## config.mk

```make
export PLATFORM = sky130hd
export DESIGN_NAME = adc_level_monitor
export DESIGN_NICKNAME = d
export VERILOG_FILES = /design/src/rtl/adc_level_monitor.sv
export SDC_FILE = /design/constraint.sdc
export NUM_CORES = 1
export LEC_CHECK = 0
export CORE_MARGIN = 2
export CORE_UTILIZATION = 61
export CTS_CLUSTER_DIAMETER = 50
export CTS_CLUSTER_SIZE = 16
export DETAILED_ROUTE_END_ITERATION = 8
export PLACE_DENSITY = 0.85
export SYNTH_ARGS = -nofsm -noshare
export SYNTH_HDL_FRONTEND = slang
export SYNTH_SLANG_ARGS = --single-unit
```

## constraint.sdc

```tcl
create_clock -name adc_clk -period 3.6 [get_ports adc_clk]
set_input_delay 0.72 -clock adc_clk [delete_from_list [all_inputs] [get_ports adc_clk]]
set_output_delay 0.72 -clock adc_clk [all_outputs]
set_load 0.005 [all_outputs]
```

## src/rtl/adc_level_monitor.sv

```systemverilog
`default_nettype none
// ============================================================================
// Module   : adc_level_monitor
// Purpose  : Magnitude-threshold level counters, a windowed overflow
//            detector and a per-window peak-magnitude hold. All logic runs
//            in the ADC sample clock domain.
// Revision : 1.0 - initial release
// ============================================================================
module adc_level_monitor #(
    parameter int  ADC_BITS = 14,
    parameter int  NLEVELS  = 4,
    parameter int  WIN_BITS = 16,
    parameter int  CNT_BITS = 32,
    localparam int SEL_BITS = $clog2(NLEVELS + 2)
) (
    input  logic                         adc_clk,
    input  logic                         reset_n,
    input  logic signed [ADC_BITS-1:0]   adc_data,
    input  logic                         adc_ovfl,
    input  logic                         cfg_wr,
    input  logic        [SEL_BITS-1:0]   cfg_sel,
    input  logic        [31:0]           cfg_data,
    input  logic                         clr_all,
    input  logic        [SEL_BITS-1:0]   rd_sel,
    output logic        [31:0]           rd_data,
    output logic                         ovfl_pulse,
    output logic                         win_done,
    output logic        [ADC_BITS-2:0]   peak
);

    localparam int MAG_BITS = ADC_BITS - 1;
    localparam int OC_BITS  = WIN_BITS + 1;

    // Configuration state
    logic [MAG_BITS-1:0] level_q [NLEVELS];
    logic [MAG_BITS-1:0] level_d [NLEVELS];
    logic [NLEVELS-1:0]  mode_q, mode_d;
    logic [OC_BITS-1:0]  thresh_q, thresh_d;

    // Measurement state
    logic [CNT_BITS-1:0] cnt_q [NLEVELS];
    logic [CNT_BITS-1:0] cnt_d [NLEVELS];
    logic [WIN_BITS-1:0] win_ctr_q, win_ctr_d;
    logic [OC_BITS-1:0]  ovfl_cnt_q, ovfl_cnt_d;
    logic [OC_BITS-1:0]  ovfl_last_q, ovfl_last_d;
    logic [MAG_BITS-1:0] peak_run_q, peak_run_d;
    logic [MAG_BITS-1:0] peak_q, peak_d;
    logic [31:0]         rd_data_q, rd_data_d;
    logic                ovfl_pulse_q, ovfl_pulse_d;
    logic                win_done_q, win_done_d;

    // Combinational helpers
    logic [MAG_BITS-1:0] w_low;
    logic [MAG_BITS-1:0] w_mag;
    logic [MAG_BITS-1:0] w_peak_max;
    logic [OC_BITS-1:0]  w_total;
    logic                w_terminal;
    logic [NLEVELS-1:0]  w_hit;
    logic                w_unused_cfg;

    // Only a subset of cfg_data bits is meaningful for any given target.
    assign w_unused_cfg = ^cfg_data;

    // Absolute value: for a negative sample with low bits L, |x| = 2^(N-1) - L,
    // which is ~L + 1 in MAG_BITS except L == 0 (most negative), which saturates.
    assign w_low      = adc_data[MAG_BITS-1:0];
    assign w_mag      = !adc_data[ADC_BITS-1] ? w_low :
                        (w_low == '0)         ? '1    : (~w_low + MAG_BITS'(1));
    assign w_peak_max = (w_mag > peak_run_q) ? w_mag : peak_run_q;
    assign w_total    = ovfl_cnt_q + OC_BITS'(adc_ovfl);
    assign w_terminal = &win_ctr_q;

    generate
        for (genvar g = 0; g < NLEVELS; g++) begin : g_level_hit
            assign w_hit[g] = mode_q[g] ? adc_ovfl : (w_mag >= level_q[g]);
        end
    endgenerate

    // Next-state computation for counters, window, peak, config and readback
    always_comb begin
        level_d      = level_q;
        mode_d       = mode_q;
        thresh_d     = thresh_q;
        cnt_d        = cnt_q;
        win_ctr_d    = win_ctr_q + WIN_BITS'(1);
        ovfl_cnt_d   = w_total;
        ovfl_last_d  = ovfl_last_q;
        peak_run_d   = w_peak_max;
        peak_d       = peak_q;
        win_done_d   = 1'b0;
        ovfl_pulse_d = 1'b0;
        rd_data_d    = '0;

        // Saturating cumulative level counters
        for (int i = 0; i < NLEVELS; i++) begin
            if (w_hit[i] && (cnt_q[i] != '1)) begin
                cnt_d[i] = cnt_q[i] + CNT_BITS'(1);
            end
        end

        // Window end: the terminal sample is counted in its own window
        if (w_terminal) begin
            win_done_d   = 1'b1;
            ovfl_pulse_d = (thresh_q != '0) && (w_total >= thresh_q);
            ovfl_last_d  = w_total;
            ovfl_cnt_d   = '0;
            peak_d       = w_peak_max;
            peak_run_d   = '0;
        end

        // Config writes; a level write also clears its counter over any increment
        if (cfg_wr) begin
            for (int i = 0; i < NLEVELS; i++) begin
                if (cfg_sel == SEL_BITS'(i)) begin
                    level_d[i] = cfg_data[MAG_BITS-1:0];
                    mode_d[i]  = cfg_data[31];
                    cnt_d[i]   = '0;
                end
            end
            if (cfg_sel == SEL_BITS'(NLEVELS)) begin
                thresh_d = cfg_data[OC_BITS-1:0];
            end
        end

        // Global clear aborts the window silently and leaves config intact
        if (clr_all) begin
            for (int i = 0; i < NLEVELS; i++) begin
                cnt_d[i] = '0;
            end
            win_ctr_d    = '0;
            ovfl_cnt_d   = '0;
            ovfl_last_d  = '0;
            peak_run_d   = '0;
            peak_d       = '0;
            win_done_d   = 1'b0;
            ovfl_pulse_d = 1'b0;
        end

        // Readback mux sees pre-update values
        for (int i = 0; i < NLEVELS; i++) begin
            if (rd_sel == SEL_BITS'(i)) begin
                rd_data_d = 32'(cnt_q[i]);
            end
        end
        if (rd_sel == SEL_BITS'(NLEVELS)) begin
            rd_data_d = 32'(peak_q);
        end
        if (rd_sel == SEL_BITS'(NLEVELS + 1)) begin
            rd_data_d = 32'(ovfl_last_q);
        end
    end

    // State registers with asynchronous active-low reset
    always_ff @(posedge adc_clk or negedge reset_n) begin
        if (!reset_n) begin
            for (int i = 0; i < NLEVELS; i++) begin
                level_q[i] <= '1;
                cnt_q[i]   <= '0;
            end
            mode_q       <= '0;
            thresh_q     <= '0;
            win_ctr_q    <= '0;
            ovfl_cnt_q   <= '0;
            ovfl_last_q  <= '0;
            peak_run_q   <= '0;
            peak_q       <= '0;
            rd_data_q    <= '0;
            ovfl_pulse_q <= 1'b0;
            win_done_q   <= 1'b0;
        end else begin
            level_q      <= level_d;
            cnt_q        <= cnt_d;
            mode_q       <= mode_d;
            thresh_q     <= thresh_d;
            win_ctr_q    <= win_ctr_d;
            ovfl_cnt_q   <= ovfl_cnt_d;
            ovfl_last_q  <= ovfl_last_d;
            peak_run_q   <= peak_run_d;
            peak_q       <= peak_d;
            rd_data_q    <= rd_data_d;
            ovfl_pulse_q <= ovfl_pulse_d;
            win_done_q   <= win_done_d;
        end
    end

    assign rd_data    = rd_data_q;
    assign ovfl_pulse = ovfl_pulse_q;
    assign win_done   = win_done_q;
    assign peak       = peak_q;

endmodule
`default_nettype wire

```

After elaboration in Yosys (flattened, before gate mapping)
Cells that the tools add are included.
{"block": "op_classes", "n_lt_le_gt_ge": 6, "n_mux": 36, "add_sub_neg": 7, "n_reduce_logical": 16, "n_eq_ne": 13, "bitwise_logic": 1}
{"op": "2-to-1 mux 32 bit", "n": 14}
{"op": "2-to-1 mux 128 bit", "n": 2}
{"op": "adder 32 x 1 -> 32 bit (second input constant)", "n": 4}
{"op": "!= test 32 bit (second input constant)", "n": 4}
{"op": "2-to-1 mux 13 bit", "n": 7}
{"op": "2-to-1 mux 17 bit", "n": 4}
{"op": "greater-or-equal comparator 13 bit", "n": 4}
{"op": "adder 17 x 1 -> 17 bit", "n": 1}
{"op": "greater-or-equal comparator 17 bit", "n": 1}
{"op": "nonzero test 17 bit", "n": 1}
{"op": "adder 16 x 1 -> 16 bit (second input constant)", "n": 1}
{"op": "2-to-1 mux 16 bit", "n": 1}
{"op": "AND reduction 16 bit", "n": 1}
{"op": "adder 13 x 1 -> 13 bit (second input constant)", "n": 1}
{"op": "> comparator 13 bit", "n": 1}
{"op": "logical NOT 13 bit", "n": 1}
{"op": "NOT 13 bit", "n": 1}
{"op": "equality test 3 x 2 -> 1 bit (second input constant)", "n": 4}
{"op": "AND reduction 2 bit", "n": 5}
{"op": "equality test 3 bit (second input constant)", "n": 3}
{"op": "2-to-1 mux 1 bit", "n": 8}
{"op": "equality test 3 x 1 -> 1 bit (second input constant)", "n": 2}
{"op": "logical NOT 3 bit", "n": 2}
{"op": "logical AND 1 bit", "n": 5}
{"op": "nonzero test 2 bit", "n": 1}
{"block": "word_totals", "ff_bits": 311, "wordCells": 100, "in_bits": 57}

Logic depth before layout (Yosys ltp)
{"block": "logic_depth", "depth_word": 11, "depth_mapped": 18, "depth_no_buf": 15}

Worst setup path before layout
OpenSTA, ideal clock, no wires.
{"block": "synth_timing", "path_kind": "input-to-reg", "from": "input port adc_data[1]", "to": "register cnt_q[27] (netlist bit)", "n_path_buf": 3, "arrival_time_ns": 4.224, "stages": 18, "setup_slack_ns": -0.701, "cell_sequence": "inv_1 > ha_1 > nor3b_1 > nand3_1 > nor4_1 > nor2_1 > mux2i_1 > ha_1 > a21o_1 > a211o_1 > nor3_1 > o211a_1 > or2_1 > clkbuf_1 > clkbuf_1 > clkbuf_1 > o21ai_0 > a21oi_1"}
{"item": "start: declaration", "line": "18", "source": "input logic signed [ADC_BITS-1:0] adc_data,"}
{"item": "end signal: assignment", "line": "172", "source": "cnt_q <= cnt_d;"}
{"item": "end: declaration", "line": "41", "source": "logic [CNT_BITS-1:0] cnt_q [NLEVELS];"}

==> metrics.md <==
| Metric | Value |
|---|---|
| R2r setup slk | `~0.27 ns` |
| Fin worst setup slack | `0.00696 ns` |
| Drt wl/cell | `about 22 µm` |
| Syn Nets | `about 2k` |
| Critical path class | `in2reg` |
| All-Layer GR Usage | `roughly 36%` |
| Gpl congestion | `between 0.9 and 1` |
| Dpl ws | `-0.994 ns` |
| Final min period | `~3.6 ns` |
| CP startpoint | `adc_data[1]` |
| Die Y | `about 170 µm` |
| Final setup vio count | `0` |
| Final period util | `~100%` |
| CTS Buf Count | `35` |
| FF/Latch Area | `about 0.0078 mm²` |
| P_leak | `roughly 9.4 nW` |
| Arr. time, crit path | `4.02 ns` |
| Nets@finish | `2192` |
| Yosys warns | `0` |
| Footprint of the multi-input gates | `0.00933 mm²` |
| Row Count | `62` |
| Slew margin rel. | `37.8%` |
| Die area | `0.0301 mm²` |
| HP Class | `in2async` |
| Post-Syn Instances | `1846` |
| Flops & latches, synth | `about 310` |
| CTS H-tree depth | `2` |
| Reg clk slew, reported paths | `0.06 ns` |
| Initial antenna violation count | `0` |
| Critical-path cell list | `buf_2 > inv_12 > ha_4 > nor3b_4 > buf_4 > nand4_1 > o211ai_1 > ha_1 > nand2_1 > o21ai_0 > a31oi_1 > o21ai_2 > a221oi_4 > buf_12 > or4b_2 > a21oi_2` |
| Maximum root-to-sink buffer count | `3` |
| Max incr delay on CP | `0.67 ns` |
| CTS tree | `built` |
| Die W | `~170 µm` |
| CP required | `4.03 ns` |
| Fillers | `around 1.8k` |
| Vias in the first global route | `16.0k` |
| Hold buffer count at CTS | `0` |
| First-pass GRT wire length | `approximately 85000 µm` |
| Total grt overflow | `0` |
| Syn avg cell area | `between 9 and 10 µm²` |
| EDFF count, synth | `0` |
| Initial Util | `slightly above 60%` |
| PortBufs | `89` |
| Root Buffer | `clkbuf_16` |
| Critical path's top delay family | `compound AO/OA/AOI/OAI gates` |
| Largest area contributor in the netlist | `dfrtp_1` |
| HPWL after DPL | `approximately 37000 µm` |
| Bufs and invs on worst path | `4` |
| Max FO, Critical Path | `11` |
| Fraction of registers with async set/reset | `100%` |
| Area contributors post-synth | `dfrtp_1 (37%), dfstp_2 (7.8%), ha_1 (6.4%)` |
| Layout area overhead | `23.2%` |
| Top FF cell, synth | `dfrtp_1` |
| WP depth | `16` |
| Peak supply drop | `~460 µV` |
| DRT Pass-1 Iters | `6` |
| Sequential-to-total area share from yosys stat | `44.7%` |
| Layout cells sized above 1 | `approximately a fifth` |
| Max Freq | `between 0.2 and 0.3 GHz` |
| ANT cells | `0` |
| Sink Count | `between 300 and 400` |
| Finished Cell Area | `0.0216 mm²` |
| Final hold vios | `0` |
| Worst setup SP type | `input pin` |
| FF-to-FF Start | `ovfl_cnt_q[3]` |
| Area after DPL | `~0.02 mm²` |
| WL final | `approximately 54000 µm` |
| Power density cells | `459 mW/mm²` |
| R2R cell count | `14` |
| Pin count of the biggest net entering global routing | `74` |
| Slew Limit Fails | `0` |
| Worst Max-Slew Pin Slew | `around 0.93 ns` |
| Worst setup EP type | `flop` |
| Detail Route Antenna Nets | `0` |
| Drc violations | `0` |
| Worst r2r dst | `ovfl_pulse` |
| Status | `completed` |
| Critical path endpoint | `cnt_q[91]` |
| Cell variety after synth | `between 60 and 70` |
| Clk Latency, worst-skew pair | `0.53 ns` |
| Slowest cell on crit path | `or4b_2` |
| DR vias/cell | `about 6.6` |
| IO Count | `approximately 100` |
| Post-route clock skew | `about 0.021 ns` |
| Vias | `between 15k and 20k` |
| Synth Cell Area | `0.0175 mm²` |
| Yosys top cell area share | `between 30% and 40%` |
| 1st-iter DRT viols | `around 1.8k` |
| MaxCap Viol Count | `0` |
| Core box area | `roughly 0.028 mm²` |
final cells by class:
type                       instances  share of cell area, %
clock buffer                      42                   4.36
clock inverter                    19                   1.22
inverter                         128                   2.30
multi-input combinational       1317                   43.1
sequential                       311                   36.3
tap                              384                   2.22
timing repair buffer             252                   10.4
kinds of logic after synthesis:
logic type / after synthesis / share of synthesized area [%]
xor gates and xnor gates: 76 / 3.79
DFF: 311 / 44.7
and+or+nand+nor: 737 / 21.7
buffers and inverters: 218 / 4.78
adders and majority gates: 90 / 6.42
AOI/OAI and AO/OA: 331 / 11.4
muxes: 83 / 7.19
placed cells by master (no fill, tap or decap), types with 9 or more instances in the layout:
cell type / n
a211oi_1: 17
a21o_1: 11
a21oi_1: 79
and2_1: 11
and3_1: 28
and4_1: 9
buf_4: 147
clkbuf_16: 36
clkdlybuf4s50_1: 71
dfrtp_1: 259
dfstp_2: 52
ha_1: 84
inv_1: 126
mux2_2: 21
mux2i_1: 27
mux4_2: 31
nand2_1: 151
nand2b_1: 17
nand3_1: 81
nand4_1: 77
nor2_1: 158
nor2_2: 9
nor2b_1: 24
nor3_1: 22
nor4_1: 11
o211ai_1: 17
o21ai_0: 91
o21ai_1: 19
o22ai_1: 26
o31ai_1: 22
or3_1: 44
or4_1: 47
xnor2_1: 17
xor2_1: 56
worst reg2reg max path, delay by kind of cell, from the launching register on:
family          cells  cell delay (ns)
simple gates        8             1.85
fa+ha+maj           1             0.30
flops               1             0.39
xor+xnor            1             0.22
compound gates      3             0.45
buf+inv             1             0.07
synthesized netlist by cell type (50+ instances only):
cell type / instances
a21oi_1: 87
clkbuf_1: 78
dfrtp_1: 259
dfstp_2: 52
ha_1: 90
inv_1: 128
nand2_1: 161
nand3_1: 85
nand4_1: 77
nor2_1: 167
o21ai_0: 106
or4_1: 50
xor2_1: 58
sequential cells by signal (all words and copies together), names as in the netlist:
name / cells
cnt_q: 128
level_q: 52
rd_data: 32
ovfl_cnt_q: 17
ovfl_last_q: 17
thresh_q: 17
win_ctr_q: 16
peak: 13
peak_run_q: 13
mode_q: 4
ovfl_pulse: 1
win_done: 1
per-layer routing:
| metal | track usage, % | up-vias | part of all wire (%) |
|---|---|---|---|
| met5 | 0 | - | 0 |
| met4 | 18.9 | 0 | 6.0 |
| met3 | 6.34 | 266 | 8.6 |
| met2 | 59.2 | 980 | 49 |
| met1 | 44.5 | 7867 | 37 |
| li1 | - | 7052 | - |
through the flow:
stage                     util, %  TNS [ns]  hold slack [ns]  std cells  power [mW]
after floorplan                 -     -1.64            0.417       1846        5.07
after global placement       70.1   -113.34            0.434       2380        5.80
after detailed placement     70.1   -130.91            0.448       2380        5.91
after CTS                    74.9         0            0.200       2445        9.75
after global routing         75.9    -0.785            0.223       2453        10.3
final                        75.9         0            0.186       2453        9.91
worst min-delay path by stage:
stage | start | endpoint | cells past startpoint
final | reset_n | cnt_q[118] | 1
after detailed placement | win_ctr_q[0] | win_ctr_q[0] | 1
after global routing | reset_n | cnt_q[118] | 1
after CTS | reset_n | rd_data[20] | 1
after global placement | win_ctr_q[0] | win_ctr_q[0] | 1
after floorplan | reset_n | cnt_q[0] | 0
repair_timing:
item	in CTS	in global routing
resized for setup	30	71
buffers inserted	3	8
cloned	1	0
pin swaps	10	44
endpoints found under the setup margin	154	149
power breakdown:
part / switching, mW / leakage (nW) / internal, mW
clock network: 1.55 / 0.582 / 2.21
logic: 1.24 / 4.69 / 0.943
registers: 0.158 / 4.11 / 3.81
Power figures use the tool's default switching activity.
